$ cat src/rtl/cache_read_ctrl.sv
// Read-path controller for a direct-mapped cache; CACHE_STATS_EN adds saturating hit/miss counters.
// Latency: hit -> cpu_ready 4 cycles after acceptance; miss -> 5 + cycles spent fetching the block.
// Backpressure: one request at a time; cpu_req is sampled only while idle, memory beats only while fetching.
module cache_read_ctrl #(
    parameter int ADDR_W = 15,
    parameter int DATA_W = 32
`ifdef CACHE_STATS_EN
    ,
    parameter int STAT_W = 16
`endif
) (
    input  logic              clk,
    input  logic              rst_n,

    input  logic              cpu_req,
    input  logic [ADDR_W-1:0] cpu_addr,
    output logic              cpu_busy,
    output logic              cpu_ready,
    output logic [DATA_W-1:0] cpu_data,

    output logic              check_hit,
    output logic              read_data,
    output logic              write_data,
    output logic [ADDR_W-1:0] cache_addr,
    output logic [DATA_W-1:0] fill0,
    output logic [DATA_W-1:0] fill1,
    output logic [DATA_W-1:0] fill2,
    output logic [DATA_W-1:0] fill3,
    input  logic              hit,
    input  logic [DATA_W-1:0] cache_dout,

    output logic              mem_rd_req,
    output logic [ADDR_W-1:0] mem_addr,
    input  logic              mem_valid,
    input  logic [DATA_W-1:0] mem_rdata
`ifdef CACHE_STATS_EN
    ,
    output logic [STAT_W-1:0] hit_count,
    output logic [STAT_W-1:0] miss_count
`endif
);

    localparam logic [2:0] S_IDLE  = 3'd0;
    localparam logic [2:0] S_CHECK = 3'd1;
    localparam logic [2:0] S_EVAL  = 3'd2;
    localparam logic [2:0] S_MEMRD = 3'd3;
    localparam logic [2:0] S_FILL  = 3'd4;
    localparam logic [2:0] S_READ  = 3'd5;
    localparam logic [2:0] S_RESP  = 3'd6;

    logic [2:0]                  state_q, state_d;
    logic [ADDR_W-1:0]           addr_q, addr_d;
    logic [1:0]                  beat_q, beat_d;
    logic [3:0][DATA_W-1:0]      fill_q, fill_d;
    logic [DATA_W-1:0]           cpu_data_q, cpu_data_d;
    logic                        cpu_ready_q, cpu_ready_d;

    always_comb begin
        state_d     = state_q;
        addr_d      = addr_q;
        beat_d      = beat_q;
        fill_d      = fill_q;
        cpu_data_d  = cpu_data_q;
        cpu_ready_d = 1'b0;
        case (state_q)
            S_IDLE: begin
                if (cpu_req) begin
                    addr_d  = cpu_addr;
                    state_d = S_CHECK;
                end
            end
            S_CHECK: state_d = S_EVAL;
            S_EVAL:  state_d = hit ? S_READ : S_MEMRD;
            S_MEMRD: begin
                // beats arrive in word order, so the counter doubles as the word index
                if (mem_valid) begin
                    fill_d[beat_q] = mem_rdata;
                    beat_d         = beat_q + 2'd1;
                    if (beat_q == 2'd3) begin
                        state_d = S_FILL;
                    end
                end
            end
            S_FILL: begin
                beat_d  = 2'd0;
                state_d = S_READ;
            end
            S_READ: state_d = S_RESP;
            S_RESP: begin
                cpu_data_d  = cache_dout;
                cpu_ready_d = 1'b1;
                state_d     = S_IDLE;
            end
            default: state_d = S_IDLE;
        endcase
    end

    always_ff @(posedge clk) begin
        if (!rst_n) begin
            state_q     <= S_IDLE;
            addr_q      <= '0;
            beat_q      <= 2'd0;
            fill_q      <= '0;
            cpu_data_q  <= '0;
            cpu_ready_q <= 1'b0;
        end else begin
            state_q     <= state_d;
            addr_q      <= addr_d;
            beat_q      <= beat_d;
            fill_q      <= fill_d;
            cpu_data_q  <= cpu_data_d;
            cpu_ready_q <= cpu_ready_d;
        end
    end

`ifdef CACHE_STATS_EN
    logic [STAT_W-1:0] hit_cnt_q, hit_cnt_d;
    logic [STAT_W-1:0] miss_cnt_q, miss_cnt_d;

    always_comb begin
        hit_cnt_d  = hit_cnt_q;
        miss_cnt_d = miss_cnt_q;
        // counters stick at all-ones rather than wrapping
        if (state_q == S_EVAL) begin
            if (hit) begin
                if (hit_cnt_q != '1) begin
                    hit_cnt_d = hit_cnt_q + STAT_W'(1);
                end
            end else begin
                if (miss_cnt_q != '1) begin
                    miss_cnt_d = miss_cnt_q + STAT_W'(1);
                end
            end
        end
    end

    always_ff @(posedge clk) begin
        if (!rst_n) begin
            hit_cnt_q  <= '0;
            miss_cnt_q <= '0;
        end else begin
            hit_cnt_q  <= hit_cnt_d;
            miss_cnt_q <= miss_cnt_d;
        end
    end

    assign hit_count  = hit_cnt_q;
    assign miss_count = miss_cnt_q;
`endif

    assign cpu_busy   = (state_q != S_IDLE);
    assign cpu_ready  = cpu_ready_q;
    assign cpu_data   = cpu_data_q;

    assign check_hit  = (state_q == S_CHECK);
    assign read_data  = (state_q == S_READ);
    assign write_data = (state_q == S_FILL);
    assign cache_addr = addr_q;
    assign fill0      = fill_q[0];
    assign fill1      = fill_q[1];
    assign fill2      = fill_q[2];
    assign fill3      = fill_q[3];

    assign mem_rd_req = (state_q == S_MEMRD);
    assign mem_addr   = {addr_q[ADDR_W-1:2], 2'b00};

endmodule

$ cat config.mk
export PLATFORM = sky130hd
export DESIGN_NAME = cache_read_ctrl
export DESIGN_NICKNAME = d
export VERILOG_FILES = /design/src/rtl/cache_read_ctrl.sv
export SDC_FILE = /design/constraint.sdc
export NUM_CORES = 1
export LEC_CHECK = 0
export ABC_AREA = 1
export CAP_MARGIN = 20
export CORE_MARGIN = 2
export CORE_UTILIZATION = 25
export DETAILED_ROUTE_END_ITERATION = 10
export DONT_BUFFER_PORTS = 1
export GPL_TIMING_DRIVEN = 0
export PLACE_DENSITY_LB_ADDON = 0.05
export SLEW_MARGIN = 0
export SYNTH_ARGS = -nofsm -noshare
export SYNTH_HDL_FRONTEND = slang
export SYNTH_SLANG_ARGS = --single-unit
$ cat constraint.sdc
create_clock -name clk -period 1.25 [get_ports clk]
set_input_delay 0.25 -clock clk [delete_from_list [all_inputs] [get_ports clk]]
set_output_delay 0.25 -clock clk [all_outputs]
set_load 0.1 [all_outputs]
**Yosys cells after proc, flatten, opt, wreduce, memory -nomap -nowiden**

Cells that the tools add are included.

- Bits of input ports: 84
- Output and inout port bits: 196
- Flip-flop bits (word level): 181
- Word-level logic and storage cells: 41

- Reductions and logical operators: 8
- Equality and inequality tests: 10
- Add/sub/neg operators: 1
- Multiplexer cells: 11
- Magnitude comparators: 2

Operator list:

| cell | count |
|---|---|
| $bwmux 128 | 1 |
| $demux 32 s2 | 1 |
| $mux 32 | 1 |
| $pmux 3 s6 | 1 |
| $mux 3 | 4 |
| $eq 3x3->1 const B | 3 |
| $eq 3x2->1 const B | 2 |
| $reduce_and 2->1 | 3 |
| $ne 2x1->1 const B | 2 |
| $pmux 2 s2 | 1 |
| $eq 3x1->1 const B | 1 |
| $logic_not 3->1 | 1 |
| $lt 2x3->1 const B | 1 |
| $reduce_and 3->1 | 1 |
| $reduce_bool 3->1 | 1 |
| $add 2x1->2 const B | 1 |
| $eq 2x2->1 const B | 1 |
| $ge 2x1->1 const B | 1 |
| $mux 2 | 1 |
| $ne 2x2->1 const B | 1 |
| $reduce_bool 2->1 | 1 |
| $logic_and 1x1->1 | 1 |
| $mux 1 | 1 |

**Longest topological paths before layout**

- Depth in word-level cells: 5
- Gate-level depth with buffers: 9
- Gate-level depth less buffers: 7

**Worst setup path after synthesis**

OpenSTA, ideal clock, no wires.

- Path kind: reg-to-output
- Start: reg state_q[0]
- End: out check_hit
- Path buffers: 1
- Setup slack: -0.902 ns
- Stages on the path, launching flop included: 6
- Data required time: 1.000 ns
- Arrival time: 1.902 ns
- Cells stage by stage: dfxtp_1 > buf_4 > inv_1 > nor2_1 > inv_1 > nor2_1

- Cells in the longest elaborated chain, start to end: 1

Ends and longest elaborated chain:

| what | line | source |
|---|---|---|
| start, declared | 51 | `logic [2:0] state_q, state_d;` |
| start signal, assigned | 107 | `state_q <= state_d;` |
| $eq 3x1->1 | 155 | `assign check_hit = (state_q == S_CHECK);` |
| end, declared | 21 | `output logic check_hit,` |

No other way between the ends.

**Final worst setup path**

- Start: reg state_q[1]
- End: out read_data

- Cells in the longest elaborated chain, start to end: 1

Ends and longest elaborated chain:

| what | line | source |
|---|---|---|
| $eq 3x3->1 | 156 | `assign read_data = (state_q == S_READ);` |
| end, declared | 22 | `output logic read_data,` |

No other way between the ends.

==> results.toml <==
[outcome]
failed_checks = "negative setup slack"
status = "finished with violations"

[detailed_routing]
drc = 0
firstDrtPassIters = 4
drtIter0Drc = 314
vias = 7188
drt_wl_total_mm = 28.9
detail-route-antenna-nets = 0
vias_per_cell = 4.60
wire_per_inst_microns = 18.5

[timing]
whs_ns = 0.0693
setup_ws_ns = -0.551
finClkSkew_ns = 0.00771
final-setup-viol-count = 199
hold_viol_final = 0
worst_slew_pin_slew_ns = 0.694
setup_tns_ns = -68.64
layout_min_cycle_time_ns = 1.80
fin_crit_sh_pct = 144
grt_setup_unrepaired = "true"
relSlewSlack_pct = 53.7
final_max_slew_viol_count = 0
fmax_ghz = 0.555

[clocking]
cts_tree = "yes"
cts_num_sinks = 181
ctsRootBufferMaster = "clkbuf_16"
cts_buffer_depth = 2
clkLatencyLatePin_ns = 0.43
cts_max_level = 4
clkTransAtPathRegs_ns = 0.07
cts_buffers = 17

[setup_path]
worst-setup-path-type = "flip-flop to primary output"
critical_path_arrival_ns = 1.55
cp-start-kind = "flip-flop"
crit_path_max_fanout = 5
reg2reg_slack_ns = -0.44
cp-end-kind = "primary output"
required_ns = 1.00

[global_routing]
grt_max_degree = 17
gr-total-overflow = 0
track_usage_pct = 18.6
grt_pass1_wl_mm = 43.3
antenna_found_initial = 0
grt_pass1_vias = 7099

[logic_synthesis]
syn_area_sq_um = 7290
synth_warnings = 0
synth.distinct_cells = 23
synth-seq-area-share_pct = 49.7
synth_area_per_cell_sq_um = 7.35
synth_cells = 992
ys_ff_latch = 181

[place]
placed_area_sq_um = 7940
dp_hpwl_mm = 19.3
place_ws_ns = -0.545
numPortBuffers = 0
gp_congestion = 0.750

[layout]
multiInputGateArea_sq_um = 3490
drive_above_1_share_pct = 39.7
stdcell_area_sq_um = 12000
area_growth_pct = 64.4
regArea_sq_um = 4290
nFillCells = 2918
final_net_count = 1253

[floorplan]
fp.dieH_microns = 175
core_sq_um = 28700
ios = 280
die_w_microns = 175
fp-row-count = 62
die-area_sq_um = 30500
start_util_pct = 25.4

[hold_path]
min_path_type = "input port to flip-flop"

[power_and_ir_drop]
ir_drop_v = 0.000711
power_mw = 15.3
powerDensity_nw_per_um2 = 1280
power_leakage_nw = 4.70

[run]
drv_cap = 0
kinds of logic after synthesis:
kind of cell	synth area share, %
fa+ha+maj	0.686
flops	49.7
simple gates	34.0
other cells	0.0514
compound gates	5.97
buf+inv	9.59
flip-flops by register name, indices dropped and copies added (netlist names), 2 cells and up:
register / cells
fill2: 32
cache_addr: 15
state_q: 3
fill3: 32
beat_q: 2
fill0: 32
fill1: 32
cpu_data: 32
synth_stat cells, drive strengths merged:
library cell	count	area share, %
nand4	97	8.5
dfxtp	181	50
clkinv	2	0.12
nand2	142	7.4
a21oi	19	1.3
nor2	334	18
conb	1	0.051
clkbuf	27	1.4
ha	4	0.69
inv	48	2.5
buf	66	5.6
nand3	3	0.27
o21ai	68	4.7
worst max-delay path, stage by stage, from the launching register on:
cell and delay, ns:
dfxtp_2 0.32, buf_6 0.13, nor2_4 0.11, inv_2 0.06
nor2_4 0.49
power by group:
| group | internal [mW] | switching (mW) |
|---|---|---|
| registers | 5.65 | 1.14 |
| clock network | 3.00 | 2.47 |
| logic | 1.30 | 1.78 |
worst paths after layout:
kind / start / end / cells past startpoint
max: state_q[1] / read_data / 4
min reg2reg: beat_q[0] / beat_q[0] / 2
max reg2reg: state_q[0] / fill1[28] / 12
min: hit / state_q[1] / 3
metal layers:
layer	wire length, microns	up-vias	global-route usage, %
met5	0	-	0
met4	454	0	5.10
met3	2270	20	6.48
met2	13100	195	28.6
met1	13100	3436	24.7
li1	-	3537	-
area by class of cell:
cell class,instances,area share (%)
clock inverter,12,0.960
multi-input combinational,669,29.1
clock buffer,20,3.99
timing repair inverter,1,0.0730
antenna,1,0.0209
sequential,181,35.8
tap,384,4.01
timing repair buffer,159,16.7
inverter,50,1.87
buffer,86,7.53
placed cells by master (no fill, tap or decap), types with 10 or more instances in the layout:
master	netlist	routed
buf_4	33	18
dfxtp_4	0	176
buf_2	24	10
nor2_4	4	36
dlygate4sd3_1	0	79
o21ai_0	68	33
clkbuf_1	27	14
clkbuf_16	0	27
inv_1	45	42
a21oi_2	0	10
o21ai_2	0	16
o21ai_1	0	18
buf_8	0	23
nor2_1	329	274
buf_12	0	29
nor2_2	0	23
buf_6	1	36
nand2_1	140	127
nand4_1	96	96
metrics by stage:
step,cells,util (%)
after floorplan,993,-
after global placement,1377,27.7
after detailed placement,1377,27.7
after CTS,1534,38.3
after global routing,1562,41.8
final,1563,41.8
what timing repair did:
action,4_1_cts,5_1_grt
hold endpoints to repair,78,1
cloned,18,8
hold buffers,78,1
endpoints found under the setup margin,371,356
resized for setup,419,246
setup buffers,29,32
pin swaps,27,70
(Power assumes the default switching activity.)
